[src/rtl/uart_pkg.sv]
// uart_pkg: line levels, parity selectors and FSM encoding
// shared by the UART transmitter and receiver.
package uart_pkg;

   typedef enum logic [2:0] {
      IDLE,
      START,
      DATA,
      PARITY,
      STOP
   } uart_state_e;

   localparam logic PAR_EVEN  = 1'b0;
   localparam logic PAR_ODD   = 1'b1;
   localparam logic START_BIT = 1'b0;
   localparam logic STOP_BIT  = 1'b1;
   localparam logic IDLE_LVL  = 1'b1;

   // x is the XOR-reduction of the payload.
   function automatic logic par_bit(input logic x, input logic typ);
      return x ^ (typ == PAR_ODD);
   endfunction

endpackage

[src/rtl/tx_bit_timer.sv]
// tx_bit_timer: bit-period edge counter plus payload bit index.
// done_o pulses in the last cycle of each bit period.
module tx_bit_timer #(
   parameter int DATA_WIDTH = 8,
   localparam int BW = (DATA_WIDTH > 1) ? $clog2(DATA_WIDTH) : 1
) (
   input  logic          clk_i,
   input  logic          rst_i,
   input  logic          clr_i,
   input  logic          run_i,
   input  logic          bit_inc_i,
   input  logic [5:0]    presc_i,
   output logic          done_o,
   output logic [BW-1:0] bit_idx_o
);
   import uart_pkg::*;

   logic [5:0]    edge_q, edge_d;
   logic [BW-1:0] bit_q, bit_d;

   assign done_o    = run_i && (edge_q == presc_i - 6'd1);
   assign bit_idx_o = bit_q;

   always_comb begin
      edge_d = edge_q;
      bit_d  = bit_q;
      if (clr_i) begin
         edge_d = '0;
         bit_d  = '0;
      end else if (!run_i) begin
         edge_d = '0;
      end else if (done_o) begin
         edge_d = '0;
         if (bit_inc_i) begin
            bit_d = (bit_q == BW'(DATA_WIDTH - 1)) ? '0 : bit_q + BW'(1);
         end
      end else begin
         edge_d = edge_q + 6'd1;
      end
   end

   always_ff @(posedge clk_i or posedge rst_i) begin
      if (rst_i) begin
         edge_q <= '0;
         bit_q  <= '0;
      end else begin
         edge_q <= edge_d;
         bit_q  <= bit_d;
      end
   end

endmodule

[src/rtl/uart_tx.sv]
// uart_tx: registered-output UART transmitter, optional parity.
// Define UART_TX_B2B_EN to chain frames with no idle gap.
module uart_tx
   import uart_pkg::*;
#(
   parameter int DATA_WIDTH = 8
) (
   input  logic                  CLK,
   input  logic                  RST,
   input  logic [DATA_WIDTH-1:0] P_DATA,
   input  logic                  Data_Valid,
   input  logic                  PAR_EN,
   input  logic                  PAR_TYP,
   input  logic [5:0]            Prescale,
   output logic                  TX_OUT,
   output logic                  Busy
);

   localparam int BW = (DATA_WIDTH > 1) ? $clog2(DATA_WIDTH) : 1;

   uart_state_e           state_q, state_d;
   logic [DATA_WIDTH-1:0] data_q, data_d;
   logic                  par_en_q, par_en_d;
   logic                  par_typ_q, par_typ_d;
   logic [5:0]            presc_q, presc_d;
   logic                  tx_q, tx_d;
   logic                  busy_q, busy_d;
   logic                  accept;
   logic                  done;
   logic [BW-1:0]         bit_idx;
   logic [BW-1:0]         nxt_idx;

`ifdef UART_TX_B2B_EN
   assign accept = Data_Valid &&
                   (state_q == IDLE || (state_q == STOP && done));
`else
   assign accept = Data_Valid && (state_q == IDLE);
`endif

   tx_bit_timer #(
      .DATA_WIDTH(DATA_WIDTH)
   ) u_timer (
      .clk_i    (CLK),
      .rst_i    (RST),
      .clr_i    (accept),
      .run_i    (state_q != IDLE),
      .bit_inc_i(state_q == DATA),
      .presc_i  (presc_q),
      .done_o   (done),
      .bit_idx_o(bit_idx)
   );

   always_comb begin
      state_d   = state_q;
      data_d    = data_q;
      par_en_d  = par_en_q;
      par_typ_d = par_typ_q;
      presc_d   = presc_q;
      nxt_idx   = bit_idx;
      unique case (state_q)
         IDLE: ;
         START: if (done) state_d = DATA;
         DATA: begin
            if (done) begin
               if (bit_idx == BW'(DATA_WIDTH - 1)) begin
                  state_d = par_en_q ? PARITY : STOP;
               end else begin
                  nxt_idx = bit_idx + BW'(1);
               end
            end
         end
         PARITY: if (done) state_d = STOP;
         STOP: if (done) state_d = IDLE;
         default: state_d = IDLE;
      endcase
      if (accept) begin
         state_d   = START;
         data_d    = P_DATA;
         par_en_d  = PAR_EN;
         par_typ_d = PAR_TYP;
         presc_d   = (Prescale == 6'd0) ? 6'd1 : Prescale;
      end
      // Line level is decided from the next state so TX_OUT is a flop.
      busy_d = (state_d != IDLE);
      unique case (state_d)
         IDLE:    tx_d = IDLE_LVL;
         START:   tx_d = START_BIT;
         DATA:    tx_d = data_q[nxt_idx];
         PARITY:  tx_d = par_bit(^data_q, par_typ_q);
         STOP:    tx_d = STOP_BIT;
         default: tx_d = IDLE_LVL;
      endcase
   end

   always_ff @(posedge CLK or posedge RST) begin
      if (RST) begin
         state_q   <= IDLE;
         data_q    <= '0;
         par_en_q  <= 1'b0;
         par_typ_q <= 1'b0;
         presc_q   <= '0;
         tx_q      <= IDLE_LVL;
         busy_q    <= 1'b0;
      end else begin
         state_q   <= state_d;
         data_q    <= data_d;
         par_en_q  <= par_en_d;
         par_typ_q <= par_typ_d;
         presc_q   <= presc_d;
         tx_q      <= tx_d;
         busy_q    <= busy_d;
      end
   end

   assign TX_OUT = tx_q;
   assign Busy   = busy_q;

endmodule

[config.mk]
export PLATFORM = sky130hd
export DESIGN_NAME = uart_tx
export DESIGN_NICKNAME = d
export VERILOG_FILES = /design/src/rtl/uart_pkg.sv /design/src/rtl/tx_bit_timer.sv /design/src/rtl/uart_tx.sv
export SDC_FILE = /design/constraint.sdc
export NUM_CORES = 1
export LEC_CHECK = 0
export BUFFER_PORTS_ARGS = -buffer_cell sky130_fd_sc_hd__buf_2
export CORE_MARGIN = 2
export CORE_UTILIZATION = 52
export CTS_BUF_LIST = sky130_fd_sc_hd__clkbuf_16
export CTS_CLUSTER_DIAMETER = 40
export DETAILED_ROUTE_END_ITERATION = 8
export PLACE_DENSITY = 0.87
export SYNTH_ARGS = -nofsm -noshare
export SYNTH_HDL_FRONTEND = slang
export SYNTH_SLANG_ARGS = --single-unit
[constraint.sdc]
create_clock -name CLK -period 2.34 [get_ports CLK]
set_clock_uncertainty 0.2 [all_clocks]
set_input_delay 0.468 -clock CLK [delete_from_list [all_inputs] [get_ports CLK]]
set_output_delay 0.468 -clock CLK [all_outputs]
set_load 0.02 [all_outputs]
==> run_results.csv, run 1 <==
group,metric,value,unit
detailed_routing,via_count,1391,
logic_synthesis,synth_nets,194,
worst_setup_path,worst_path_max_delay_cell,"sky130_fd_sc_hd__or4_4",
die,std_cell_rows,21,
worst_setup_path,timing.critical_path.slowest_cell_delay,0.54,ns
cts,insertion_delay,0.27,ns
logic_synthesis,synth.avg_cell_area,10.6,µm²
finish,nFillCells,250,
detailed_routing,firstDrtPassIters,4,
sta,timing_worst_slew_pin_value,0.398,ns
cts,h-tree-depth,2,
logic_synthesis,synth_simple_gate_area_share,15.9,%
logic_synthesis,synth_cell_types,46,
finish,final_design_area_no_fill,0.00236,mm²
sta,final.hold.worst_slack,0.0567,ns
worst_setup_path,crit_path_start_kind,"flip-flop",
worst_setup_path,setup.worst_path.end_class,"flip-flop",
finish,count_of_inserted_antenna_diode_cells,0,
die,io_pins,21,
place,portBuffers,20,
place,dp_worst_setup_slack,-0.246,ns
logic_synthesis,synthDominantCellAreaShare,40.5,%
sta,grt_setup_unrepaired,"yes",
sta,hold_violations,0,
global_routing,grt_start_max_net_pins,31,
detailed_routing,vias_per_cell,5.35,
worst_setup_path,arrival,2.61,ns
sta,max_freq,383,MHz
flow_run,max_cap_violations,0,
worst_setup_path,worstPathCellList,"or4_4 -> o21ai_2 -> and4bb_4 -> a31oi_4 -> a41oi_4 -> mux2_4 -> o211ai_2 -> o211ai_2",
worst_setup_path,r2r_cells,8,
global_routing,first_pass_grt_wire_length,6.73,mm
run_status,violations,"negative setup slack",
logic_synthesis,ys.warnings.count,0,
finish,post_route_cells_drive_above_1_share,41.1,%
place,global_placer_s_final_weighted_congestion,0.853,
sta,setup_viol_count_final,2,
global_routing,grt_use_total,22.5,%
logic_synthesis,synth.area.top_cells,"sky130_fd_sc_hd__dfrtp_1 (41%), sky130_fd_sc_hd__mux2_2 (8.8%), sky130_fd_sc_hd__xnor2_1 (4.9%)",
logic_synthesis,combinational_family_with_the_most_area_after_synthesis,"simple AND/OR/NAND/NOR gates",
sta,final_period_minus_worst_setup_slack,2.61,ns
place,placed_cell_area,0.00214,mm²
cts,clock_sinks,30,
finish,final_core_utilization,71.3,%
logic_synthesis,synth-seq-area-share,42.0,%
global_routing,grt_antenna_before_repair,0,
run_status,status,"complete, but fails checks",
worst_setup_path,crit_fanout,6,
worst_hold_path,hold_class,"input pin to asynchronous set/reset pin",
cts,cts-root-to-sink-buffers,2,
cts,buffer_type_at_the_clock_tree_root,"sky130_fd_sc_hd__clkbuf_16",
logic_synthesis,synthesis.area,0.00179,mm²
detailed_routing,detail-route-antenna-nets,0,
detailed_routing,drc_errors,0,
logic_synthesis,synthMuxAreaShare,11.3,%
power,pwr_density_cell,1410,mW/mm²
worst_setup_path,regToRegEndpoint,"TX_OUT",
logic_synthesis,synth_compound_area_share,13.1,%
worst_setup_path,reg2reg_setup_slack,-0.27,ns
logic_synthesis,post_synth_fa_ha_maj_area_fraction,4.19,%
die,start_util,54.1,%
logic_synthesis,synthesis.instances,169,
worst_setup_path,cp_top_family,"simple AND/OR/NAND/NOR gates",
worst_setup_path,critical_path_required,2.34,ns
power,total_leakage_power,1.07,nW
cts,clkSlewWorstSetupHoldPaths,0.05,ns
detailed_routing,initialDrtViolationCount,56,
logic_synthesis,ys_seq_elements,30,
worst_setup_path,timing.critical_path.buf_inv,0,
sta,slew_violations,0,
global_routing,grt_pass1_vias,1507,
finish,design.final.nets,238,
cts,cts_made_buffers,5,
detailed_routing,drt-total-wl,3.94,mm
cts,tritoncts,"built",
place,place.detailed.hpwl,2.81,mm
logic_synthesis,ys_async_sr_fraction,100,%
finish,commonest_cells_after_routing_fill_and_taps_aside,"sky130_fd_sc_hd__dfrtp_1 (29), sky130_fd_sc_hd__buf_4 (23), sky130_fd_sc_hd__buf_2 (20)",
die,die_height,62.7,µm
sta,period_share,112,%
finish,mostFrequentLayoutCell,"sky130_fd_sc_hd__dfrtp_1",
worst_setup_path,critical_path.reg2reg.startpoint,"presc_q[0]",
sta,timing.max_slew.rel_slack,73.3,%
power,vdd_drop_max,941,µV
logic_synthesis,xor_xnor_portion_of_the_synthesized_cell_area,9.29,%
logic_synthesis,synth_top_flop_cell,"sky130_fd_sc_hd__dfrtp_1",
logic_synthesis,synth_area_leader_cell,"sky130_fd_sc_hd__dfrtp_1",
worst_setup_path,crit_type,"flip-flop to flip-flop",
die,core-area,0.00331,mm²
global_routing,grt_overflow,0,
finish,area_delta_synth_final,31.7,%
die,chipWidth,62.7,µm
die,fp.dieArea,0.00393,mm²
sta,postLayoutSetupSlackWorst,-0.273,ns
detailed_routing,detail_route.wl_per_cell,15.2,µm
logic_synthesis,synth-edff-count,0,
worst_setup_path,most_used_cell_cp,"sky130_fd_sc_hd__o211ai_2",
[registers in the layout (all words and copies together), names as in the netlist]
signal / count
par_en_q: 1
presc_q: 6
Busy: 1
state_q: 3
data_q: 8
u_timer.bit_idx_o: 3
u_timer.edge_q: 6
par_typ_q: 1
TX_OUT: 1
[routing by layer]
layer / GRT usage [%] / vias to the layer above / part of all wire (%)
met2: 39.0 / 21 / 54
met5: 0 / - / 0
met1: 26.1 / 680 / 41
li1: - / 682 / -
met3: 4.32 / 8 / 2.9
met4: 12.2 / 0 / 2.4
[power by group]
| part | internal [W] | total, W | switching, W | leakage (nW) |
|---|---|---|---|---|
| Clock | 0.000605 | 0.000823 | 0.000218 | 0.0915 |
| Sequential | 0.000740 | 0.000957 | 0.000217 | 0.368 |
| Combinational | 0.000814 | 0.00154 | 0.000725 | 0.606 |
[synth_stat cells, types with 2 or more instances]
| master | number |
|---|---|
| sky130_fd_sc_hd__inv_1 | 12 |
| sky130_fd_sc_hd__nand3_1 | 6 |
| sky130_fd_sc_hd__clkbuf_1 | 3 |
| sky130_fd_sc_hd__a21oi_1 | 4 |
| sky130_fd_sc_hd__nor3_1 | 3 |
| sky130_fd_sc_hd__mux2_2 | 14 |
| sky130_fd_sc_hd__nor2_1 | 16 |
| sky130_fd_sc_hd__buf_2 | 3 |
| sky130_fd_sc_hd__nor3b_1 | 2 |
| sky130_fd_sc_hd__o211ai_2 | 2 |
| sky130_fd_sc_hd__xnor2_1 | 10 |
| sky130_fd_sc_hd__mux2i_1 | 3 |
| sky130_fd_sc_hd__a211o_1 | 2 |
| sky130_fd_sc_hd__dfrtp_1 | 29 |
| sky130_fd_sc_hd__o21ai_0 | 4 |
| sky130_fd_sc_hd__a21o_1 | 2 |
| sky130_fd_sc_hd__or2_2 | 2 |
| sky130_fd_sc_hd__o21bai_1 | 2 |
| sky130_fd_sc_hd__ha_1 | 6 |
| sky130_fd_sc_hd__a31oi_1 | 6 |
| sky130_fd_sc_hd__xor2_1 | 9 |
| sky130_fd_sc_hd__nand2_1 | 5 |
[worst register-to-register path: stages, from the launching register on]
cell and delay, ns:
sky130_fd_sc_hd__dfrtp_1 0.40, sky130_fd_sc_hd__or4_4 0.54, sky130_fd_sc_hd__o21ai_2 0.14, sky130_fd_sc_hd__and4bb_4 0.31
sky130_fd_sc_hd__a31oi_4 0.10, sky130_fd_sc_hd__a41oi_4 0.25, sky130_fd_sc_hd__mux2_4 0.33, sky130_fd_sc_hd__o211ai_2 0.17
sky130_fd_sc_hd__o211ai_2 0.09
[timing repair]
item                                    in CTS  in global routing
cloned                                       0                  0
resized for setup                            1                  4
hold buffers                                 0                  0
pin swaps                                    1                  5
endpoints found under the setup margin       2                  4
buffers inserted                             0                  1
endpoints found under the hold margin        0                  0
[worst max-delay path by stage]
stage	from	to	slack (ns)	cells past startpoint
floorplan	presc_q[0]	TX_OUT	-0.14	8
global placement	presc_q[1]	TX_OUT	-0.18	8
detailed placement	presc_q[1]	TX_OUT	-0.25	8
CTS	presc_q[1]	TX_OUT	-0.26	8
global route	presc_q[0]	TX_OUT	-0.36	10
finish	presc_q[0]	TX_OUT	-0.27	8
[through the flow]
stage	setup TNS, ns	power (W)	std cells
detailed placement	-0.403	0.00240	251
floorplan	-0.274	0.00200	169
finish	-0.431	0.00332	260
CTS	-0.413	0.00327	259
global route	-0.703	0.00352	260
global placement	-0.314	0.00233	251
[logic make-up (layout without fill, tap and decap cells)]
logic type,after synthesis,in the layout
multiplexers,18,18
AND/OR/NAND/NOR,48,48
flip-flops,30,30
adder cells (fa/ha/maj),6,6
AO/OA/AOI/OAI,29,29
buffers and inverters,19,64
XOR/XNOR,19,19
[final cells by class]
| class | count | area [µm²] | area share (%) |
|---|---|---|---|
| clock buffer | 5 | 125 | 5.30 |
| clock inverter | 3 | 63.8 | 2.70 |
| multi-input combinational | 120 | 1020 | 43.4 |
| timing repair buffer | 44 | 293 | 12.4 |
| tap | 46 | 57.6 | 2.44 |
| inverter | 12 | 45.0 | 1.91 |
| sequential | 30 | 752 | 31.9 |
Power figures use the tool's default switching activity.
==> run 2, diff against run 1 <==
--- a/config.mk
+++ b/config.mk
@@ -11,6 +11,7 @@
 export CTS_BUF_LIST = sky130_fd_sc_hd__clkbuf_16
 export CTS_CLUSTER_DIAMETER = 40
 export DETAILED_ROUTE_END_ITERATION = 8
+export GPL_TIMING_DRIVEN = 0
 export PLACE_DENSITY = 0.87
 export SYNTH_ARGS = -nofsm -noshare
 export SYNTH_HDL_FRONTEND = slang
==> run 2 against run 1 <==
Against the previous run:
- the run still ends with negative setup slack left
- global-route usage shrank 0.66 points
- routed wire length grew 2.4%
- core utilization shrank 1.7 points
- maximum frequency shrank 4.1%
- count of clock-buffer cells in the layout is the same
- sequential share of layout area grew 0.91 points
- final cell count shrank 4.6%
- critical endpoint unchanged
==> run_results.csv, run 2 (synthesis gave the netlist of run 1 again) <==
group,metric,value,unit
sta,grt_setup_unrepaired,"yes",
worst_setup_path,setup.worst_path.end_class,"flip-flop",
global_routing,grt_pass1_vias,1383,
finish,stdcell_count,248,
sta,slew_violations,0,
detailed_routing,vias_per_cell,5.60,
die,std_cell_rows,21,
detailed_routing,detail_route.wl_per_cell,16.3,µm
sta,max_freq,367,MHz
cts,insertion_delay,0.28,ns
worst_setup_path,arrival,2.72,ns
die,core-area,0.00331,mm²
global_routing,grt_overflow,0,
die,chipWidth,62.7,µm
die,die_height,62.7,µm
die,fp.dieArea,0.00393,mm²
worst_setup_path,critPathCapture,"TX_OUT",
worst_setup_path,worst_path_max_delay_cell,"sky130_fd_sc_hd__or4_4",
die,io_pins,21,
place,placed_cells,235,
flow_run,max_cap_violations,0,
die,start_util,54.1,%
worst_setup_path,most_used_cell_cp,"sky130_fd_sc_hd__o211ai_2",
sta,setup_viol_count_final,2,
cts,clkSlewWorstSetupHoldPaths,0.05,ns
global_routing,grt_antenna_before_repair,0,
detailed_routing,via_count,1388,
worst_hold_path,holdPathStages,3,
cts,cts-root-to-sink-buffers,2,
finish,design.final.nets,226,
detailed_routing,detail-route-antenna-nets,0,
cts,tritoncts,"built",
worst_setup_path,timing.critical_path.slowest_cell_delay,0.58,ns
cts,cts_made_buffers,5,
worst_setup_path,critical_path.reg2reg.startpoint,"presc_q[2]",
finish,final_design_area_no_fill,0.00230,mm²
power,pwr_density_cell,1390,mW/mm²
place,place.detailed.hpwl,2.54,mm
cts,clock_sinks,30,
sta,timing.max_slew.rel_slack,25.7,%
cts,h-tree-depth,2,
run_status,violations,"negative setup slack",
sta,postLayoutSetupSlackWorst,-0.384,ns
worst_setup_path,critical_path_required,2.34,ns
place,placed_cell_area,0.00199,mm²
place,portBuffers,20,
power,vdd_drop_max,979,µV
detailed_routing,firstDrtPassIters,4,
finish,commonest_cells_after_routing_fill_and_taps_aside,"sky130_fd_sc_hd__dfrtp_1 (27), sky130_fd_sc_hd__buf_2 (23), sky130_fd_sc_hd__nor2_1 (16)",
worst_setup_path,cp-startpoint,"presc_q[2]",
finish,mostFrequentLayoutCell,"sky130_fd_sc_hd__dfrtp_1",
finish,registers.top_by_ff_count,"data_q",
worst_setup_path,reg2reg_setup_slack,-0.38,ns
finish,largest_register_ffs,8,
finish,area_delta_synth_final,28.5,%
worst_setup_path,crit_path_start_kind,"flip-flop",
worst_setup_path,crit_type,"flip-flop to flip-flop",
finish,layout_top_registers,"data_q: 8 flops, presc_q: 6 flops, u_timer.edge_q: 6 flops",
global_routing,first_pass_grt_wire_length,6.55,mm
finish,post_route_cells_drive_above_1_share,40.1,%
cts,buffer_type_at_the_clock_tree_root,"sky130_fd_sc_hd__clkbuf_16",
worst_setup_path,worstPathCellList,"or4_4 -> o21ai_4 -> and4bb_4 -> a31oi_4 -> a41oi_4 -> mux2_4 -> o211ai_2 -> o211ai_2",
power,total_leakage_power,0.994,nW
detailed_routing,drc_errors,0,
finish,nFillCells,247,
sta,final_period_minus_worst_setup_slack,2.72,ns
sta,hold_violations,0,
global_routing,grt_use_total,21.8,%
finish,count_of_inserted_antenna_diode_cells,0,
worst_setup_path,r2r_cells,8,
worst_hold_path,hold_class,"input pin to flip-flop",
sta,timing_worst_slew_pin_value,1.11,ns
run_status,status,"complete, but fails checks",
detailed_routing,drt-total-wl,4.04,mm
cts,cts_hold_buffers,0,
detailed_routing,initialDrtViolationCount,62,
sta,period_share,116,%
global_routing,grt_start_max_net_pins,31,
worst_setup_path,crit_fanout,6,
place,global_placer_s_final_weighted_congestion,0.814,
worst_setup_path,regToRegEndpoint,"TX_OUT",
## run 2: cell count changes in the layout (fill, tap and decap cells not counted), moves of 2 or more
cell | before | now
sky130_fd_sc_hd__inv_1 | 10 | 13
sky130_fd_sc_hd__dfrtp_1 | 29 | 27
sky130_fd_sc_hd__buf_4 | 23 | 6
sky130_fd_sc_hd__a31oi_4 | 1 | 4
sky130_fd_sc_hd__buf_2 | 20 | 23
sky130_fd_sc_hd__a31oi_1 | 5 | 2
sky130_fd_sc_hd__dfrtp_2 | 0 | 2
## run 2: worst max-delay path, delay by kind of cell, from the launching register on
kind | cells | cell delay [ns]
AND/OR/NAND/NOR | 2 | 0.93
AO/OA/AOI/OAI | 5 | 0.78
flip-flops | 1 | 0.40
multiplexers | 1 | 0.33
## run 2: how the worst min path moves through the flow
stage / start / end / slack [ns]
6_report: PAR_EN / par_en_q / 0.20
5_1_grt: P_DATA[1] / data_q[1] / 0.22
4_1_cts: PAR_EN / par_en_q / 0.20
3_5_place_dp: u_timer.edge_q[0] / u_timer.edge_q[0] / 0.32
3_3_place_gp: u_timer.edge_q[0] / u_timer.edge_q[0] / 0.32
2_1_floorplan: u_timer.edge_q[0] / u_timer.edge_q[0] / 0.27
## run 2: area by class of cell
type | count | area, µm² | share of cell area, %
clock buffers | 5 | 125 | 5.43
multi-input cells | 120 | 1100 | 47.9
well taps | 46 | 57.6 | 2.50
clock inverters | 3 | 37.5 | 1.63
flip-flops and latches | 30 | 754 | 32.8
plain buffers | 6 | 35.0 | 1.52
repair buffers | 26 | 145 | 6.30
inverters | 12 | 45.0 | 1.96
## run 2: report_power, final
group | switching (W) | internal, W
registers | 0.000220 | 0.000742
logic | 0.000766 | 0.000769
clock network | 0.000218 | 0.000493
total | 0.00120 | 0.00200
## run 2: routing by layer
metal | wire length [µm] | GRT usage, %
met1 | 1880 | 28.4
met4 | 52 | 7.50
met3 | 141 | 5.95
met2 | 1960 | 35.2
met5 | 0 | 0
## run 2: repair_timing
item                       CTS  global route
setup buffers                5             1
pin swaps                    5             2
resized for setup           11             8
cloned                       0             0
setup endpoints to repair   21            20
## run 2: metrics by stage
step / hold slack (ns) / TNS, ns / util (%) / total power [W] / worst slack, ns
2_1_floorplan: 0.273 / -0.274 / - / 0.00200 / -0.139
3_3_place_gp: 0.319 / -1.62 / 60.1 / 0.00220 / -0.343
3_5_place_dp: 0.324 / -2.20 / 60.1 / 0.00224 / -0.423
4_1_cts: 0.205 / -0.425 / 68.1 / 0.00308 / -0.324
5_1_grt: 0.222 / -1.93 / 69.5 / 0.00340 / -0.411
6_report: 0.199 / -0.527 / 69.5 / 0.00321 / -0.384
==> run 3, diff against run 2 <==
--- a/config.mk
+++ b/config.mk
@@ -5,6 +5,8 @@
 export SDC_FILE = /design/constraint.sdc
 export NUM_CORES = 1
 export LEC_CHECK = 0
+export ABC_AREA = 1
+export ABC_CLOCK_PERIOD_IN_PS = 2340
 export BUFFER_PORTS_ARGS = -buffer_cell sky130_fd_sc_hd__buf_2
 export CORE_MARGIN = 2
 export CORE_UTILIZATION = 52
==> run 3 against run 2 <==
Against the previous run:
- the flow still finishes with violations (negative setup slack)
- highest routed layer unchanged
- sequential power decreased by 46%
- sequential share of layout area increased by 1.3 points
- register-to-register slack better by 0.38 ns
- synthesized cell count rose by 47%
- largest cell class unchanged
- count of clock-buffer cells in the layout is the same
- largest power group is now the clock network
- final cell count grew 32%
- via count increased by 25%
==> run_results.csv, run 3 <==
group,metric,value,unit
logic_synthesis,ys.warnings.count,0,
sta,timing.max_slew.rel_slack,25.1,%
worst_setup_path,timing.critical_path.slowest_cell_delay,0.40,ns
global_routing,grt_overflow,0,
sta,final_period_minus_worst_setup_slack,2.35,ns
finish,count_of_inserted_antenna_diode_cells,0,
sta,final.hold.worst_slack,0.192,ns
finish,commonest_cells_after_routing_fill_and_taps_aside,"sky130_fd_sc_hd__nand2_1 (84), sky130_fd_sc_hd__inv_1 (32), sky130_fd_sc_hd__dfrtp_1 (29)",
worst_setup_path,cp-startpoint,"presc_q[0]",
logic_synthesis,synth_area_leader_cell,"sky130_fd_sc_hd__dfrtp_1",
sta,grt_setup_unrepaired,"yes",
worst_setup_path,worst_path_max_delay_cell,"sky130_fd_sc_hd__dfrtp_1",
logic_synthesis,ys_seq_elements,30,
cts,clkSlewWorstSetupHoldPaths,0.05,ns
detailed_routing,via_count,1731,
finish,mostFrequentLayoutCell,"sky130_fd_sc_hd__nand2_1",
run_status,violations,"negative setup slack",
die,chipWidth,62.9,µm
global_routing,grt_start_max_net_pins,31,
die,core-area,0.00334,mm²
logic_synthesis,synthesis.instances,249,
worst_hold_path,holdPathStages,3,
die,die_height,62.9,µm
worst_setup_path,worstPathCellList,"inv_2 -> ha_4 -> xnor2_1 -> nor2_1 -> nand3_2 -> nor2_8 -> buf_6 -> nand3_1 -> nand2_1 -> nand2_2 -> nand3_1 -> nand2_2 -> nand2_1 -> nand3_2 -> nand2_1",
global_routing,grt_antenna_before_repair,0,
cts,buffer_type_at_the_clock_tree_root,"sky130_fd_sc_hd__clkbuf_16",
sta,timing_worst_slew_pin_value,1.12,ns
place,dp_worst_setup_slack,0.0750,ns
detailed_routing,detail_route.wl_per_cell,13.0,µm
finish,area_delta_synth_final,22.3,%
worst_setup_path,cp_top_family,"simple AND/OR/NAND/NOR gates",
global_routing,grt_use_total,21.8,%
sta,final.setup.tns,-0.00564,ns
logic_synthesis,synthDominantCellAreaShare,40.2,%
global_routing,first_pass_grt_wire_length,6.80,mm
place,global_placer_s_final_weighted_congestion,0.878,
detailed_routing,drt-total-wl,4.24,mm
cts,tritoncts,"built",
cts,h-tree-depth,2,
sta,hold_violations,0,
detailed_routing,detail-route-antenna-nets,0,
cts,insertion_delay,0.28,ns
die,io_pins,21,
finish,stdcell_count,327,
logic_synthesis,synth.avg_cell_area,7.24,µm²
logic_synthesis,synth-edff-count,0,
finish,design.final.nets,305,
logic_synthesis,synth_top_flop_cell,"sky130_fd_sc_hd__dfrtp_1",
detailed_routing,firstDrtPassIters,4,
worst_setup_path,crit_fanout,8,
sta,period_share,100,%
cts,cts_made_buffers,5,
worst_setup_path,most_used_cell_cp,"sky130_fd_sc_hd__nand2_1",
die,start_util,54.0,%
power,vdd_drop_max,560,µV
logic_synthesis,synth_cell_types,24,
worst_setup_path,critPathCapture,"TX_OUT",
worst_setup_path,worstSetupPathDepth,15,
finish,post_route_cells_drive_above_1_share,21.0,%
worst_setup_path,timing.critical_path.buf_inv,2,
logic_synthesis,synth.most_common_cell,"sky130_fd_sc_hd__nand2_1",
detailed_routing,initialDrtViolationCount,67,
place,portBuffers,20,
finish,layout_top_registers,"data_q: 8 flops, presc_q: 6 flops, u_timer.edge_q: 6 flops",
logic_synthesis,synth-seq-area-share,41.7,%
finish,largest_register_ffs,8,
worst_setup_path,crit_path_start_kind,"flip-flop",
sta,slew_violations,0,
run_status,status,"complete, but fails checks",
cts,cts-root-to-sink-buffers,2,
worst_setup_path,critical_path_required,2.35,ns
place,place.detailed.hpwl,2.67,mm
logic_synthesis,synth.top_cells.by_count,"sky130_fd_sc_hd__nand2_1 (92), sky130_fd_sc_hd__inv_1 (30), sky130_fd_sc_hd__dfrtp_1 (29)",
detailed_routing,vias_per_cell,5.29,
logic_synthesis,synthesis.area,0.00180,mm²
sta,postLayoutSetupSlackWorst,-0.00564,ns
sta,setup_viol_count_final,1,
logic_synthesis,synth_nets,274,
worst_setup_path,regToRegEndpoint,"TX_OUT",
cts,clock_sinks,30,
place,placed_cells,315,
worst_setup_path,arrival,2.36,ns
detailed_routing,drc_errors,0,
sta,max_freq,426,MHz
worst_setup_path,setup.worst_path.end_class,"flip-flop",
global_routing,grt_pass1_vias,1634,
die,std_cell_rows,21,
worst_hold_path,hold_class,"input pin to flip-flop",
logic_synthesis,ys_async_sr_fraction,100,%
worst_setup_path,crit_type,"flip-flop to flip-flop",
flow_run,max_cap_violations,0,
die,fp.dieArea,0.00395,mm²
logic_synthesis,synth.area.top_cells,"sky130_fd_sc_hd__dfrtp_1 (40%), sky130_fd_sc_hd__nand2_1 (19%), sky130_fd_sc_hd__inv_1 (6.2%)",
finish,registers.top_by_ff_count,"data_q",
worst_setup_path,critical_path.reg2reg.startpoint,"presc_q[0]",
power,pwr_density_cell,513,mW/mm²
finish,nFillCells,285,
worst_setup_path,reg2reg_setup_slack,-0.006,ns
power,total_leakage_power,1.16,nW
worst_setup_path,r2r_cells,15,
run 3: cells by family (layout without fill, tap and decap cells):
logic type,after synthesis,after routing,share of synthesized area (%)
xor+xnor,11,11,5.34
buf+inv,37,69,8.12
simple gates,142,142,33.6
flops,30,30,41.7
fa+ha+maj,6,6,4.16
compound gates,23,23,7.08
run 3: area by class of cell:
cell class	instances	area [µm²]	share of cell area (%)
Multi-Input combinational cell	182	982	44.5
Sequential cell	30	752	34.1
Timing Repair Buffer	24	130	5.90
Clock buffer	5	125	5.67
Inverter	33	124	5.62
Tap cell	46	57.6	2.61
Buffer	4	23.8	1.08
Clock inverter	3	11.3	0.510
run 3: per-stage QoR:
step / area [µm²] / utilization, % / power (W)
after floorplan: 1800 / - / 0.000537
after global placement: 1960 / 58.8 / 0.000554
after detailed placement: 1960 / 58.8 / 0.000555
after CTS: 2100 / 63.1 / 0.00114
after global routing: 2210 / 66.1 / 0.00116
final: 2210 / 66.1 / 0.00113
run 3: per-layer routing:
layer | share of wire, % | vias up | GRT usage, %
met5 | 0 | - | 0
met4 | 4.0 | 0 | 8.89
met3 | 5.2 | 21 | 5.59
met2 | 49 | 65 | 38.6
met1 | 42 | 797 | 24.8
li1 | - | 848 | -
run 3: worst min path at each step:
stage | from | endpoint | slack [ns]
floorplan | par_en_q | par_en_q | 0.25
global placement | par_en_q | par_en_q | 0.30
detailed placement | par_en_q | par_en_q | 0.29
CTS | P_DATA[4] | data_q[4] | 0.19
global route | P_DATA[5] | data_q[5] | 0.21
finish | P_DATA[4] | data_q[4] | 0.19
run 3: worst reg2reg max path, cell delays in order (launching register included):
cell and delay, ns:
sky130_fd_sc_hd__dfrtp_1 0.40, sky130_fd_sc_hd__inv_2 0.09, sky130_fd_sc_hd__ha_4 0.21, sky130_fd_sc_hd__xnor2_1 0.12, sky130_fd_sc_hd__nor2_1 0.11, sky130_fd_sc_hd__nand3_2 0.13, sky130_fd_sc_hd__nor2_8 0.21, sky130_fd_sc_hd__buf_6 0.15
sky130_fd_sc_hd__nand3_1 0.09, sky130_fd_sc_hd__nand2_1 0.10, sky130_fd_sc_hd__nand2_2 0.07, sky130_fd_sc_hd__nand3_1 0.10, sky130_fd_sc_hd__nand2_2 0.06, sky130_fd_sc_hd__nand2_1 0.08, sky130_fd_sc_hd__nand3_2 0.08, sky130_fd_sc_hd__nand2_1 0.09
run 3: where the power goes:
group,switching (W),internal (W)
logic,0.0000153,0.0000108
clock network,0.000206,0.000380
registers,0,0.000520
total,0.000222,0.000911
run 3: repair_timing:
item / in CTS / in global routing
endpoints found under the setup margin: 1 / 2
buffers inserted: 1 / 3
pin swaps: 0 / 14
gates resized for setup: 0 / 23
hold buffers: 0 / 0
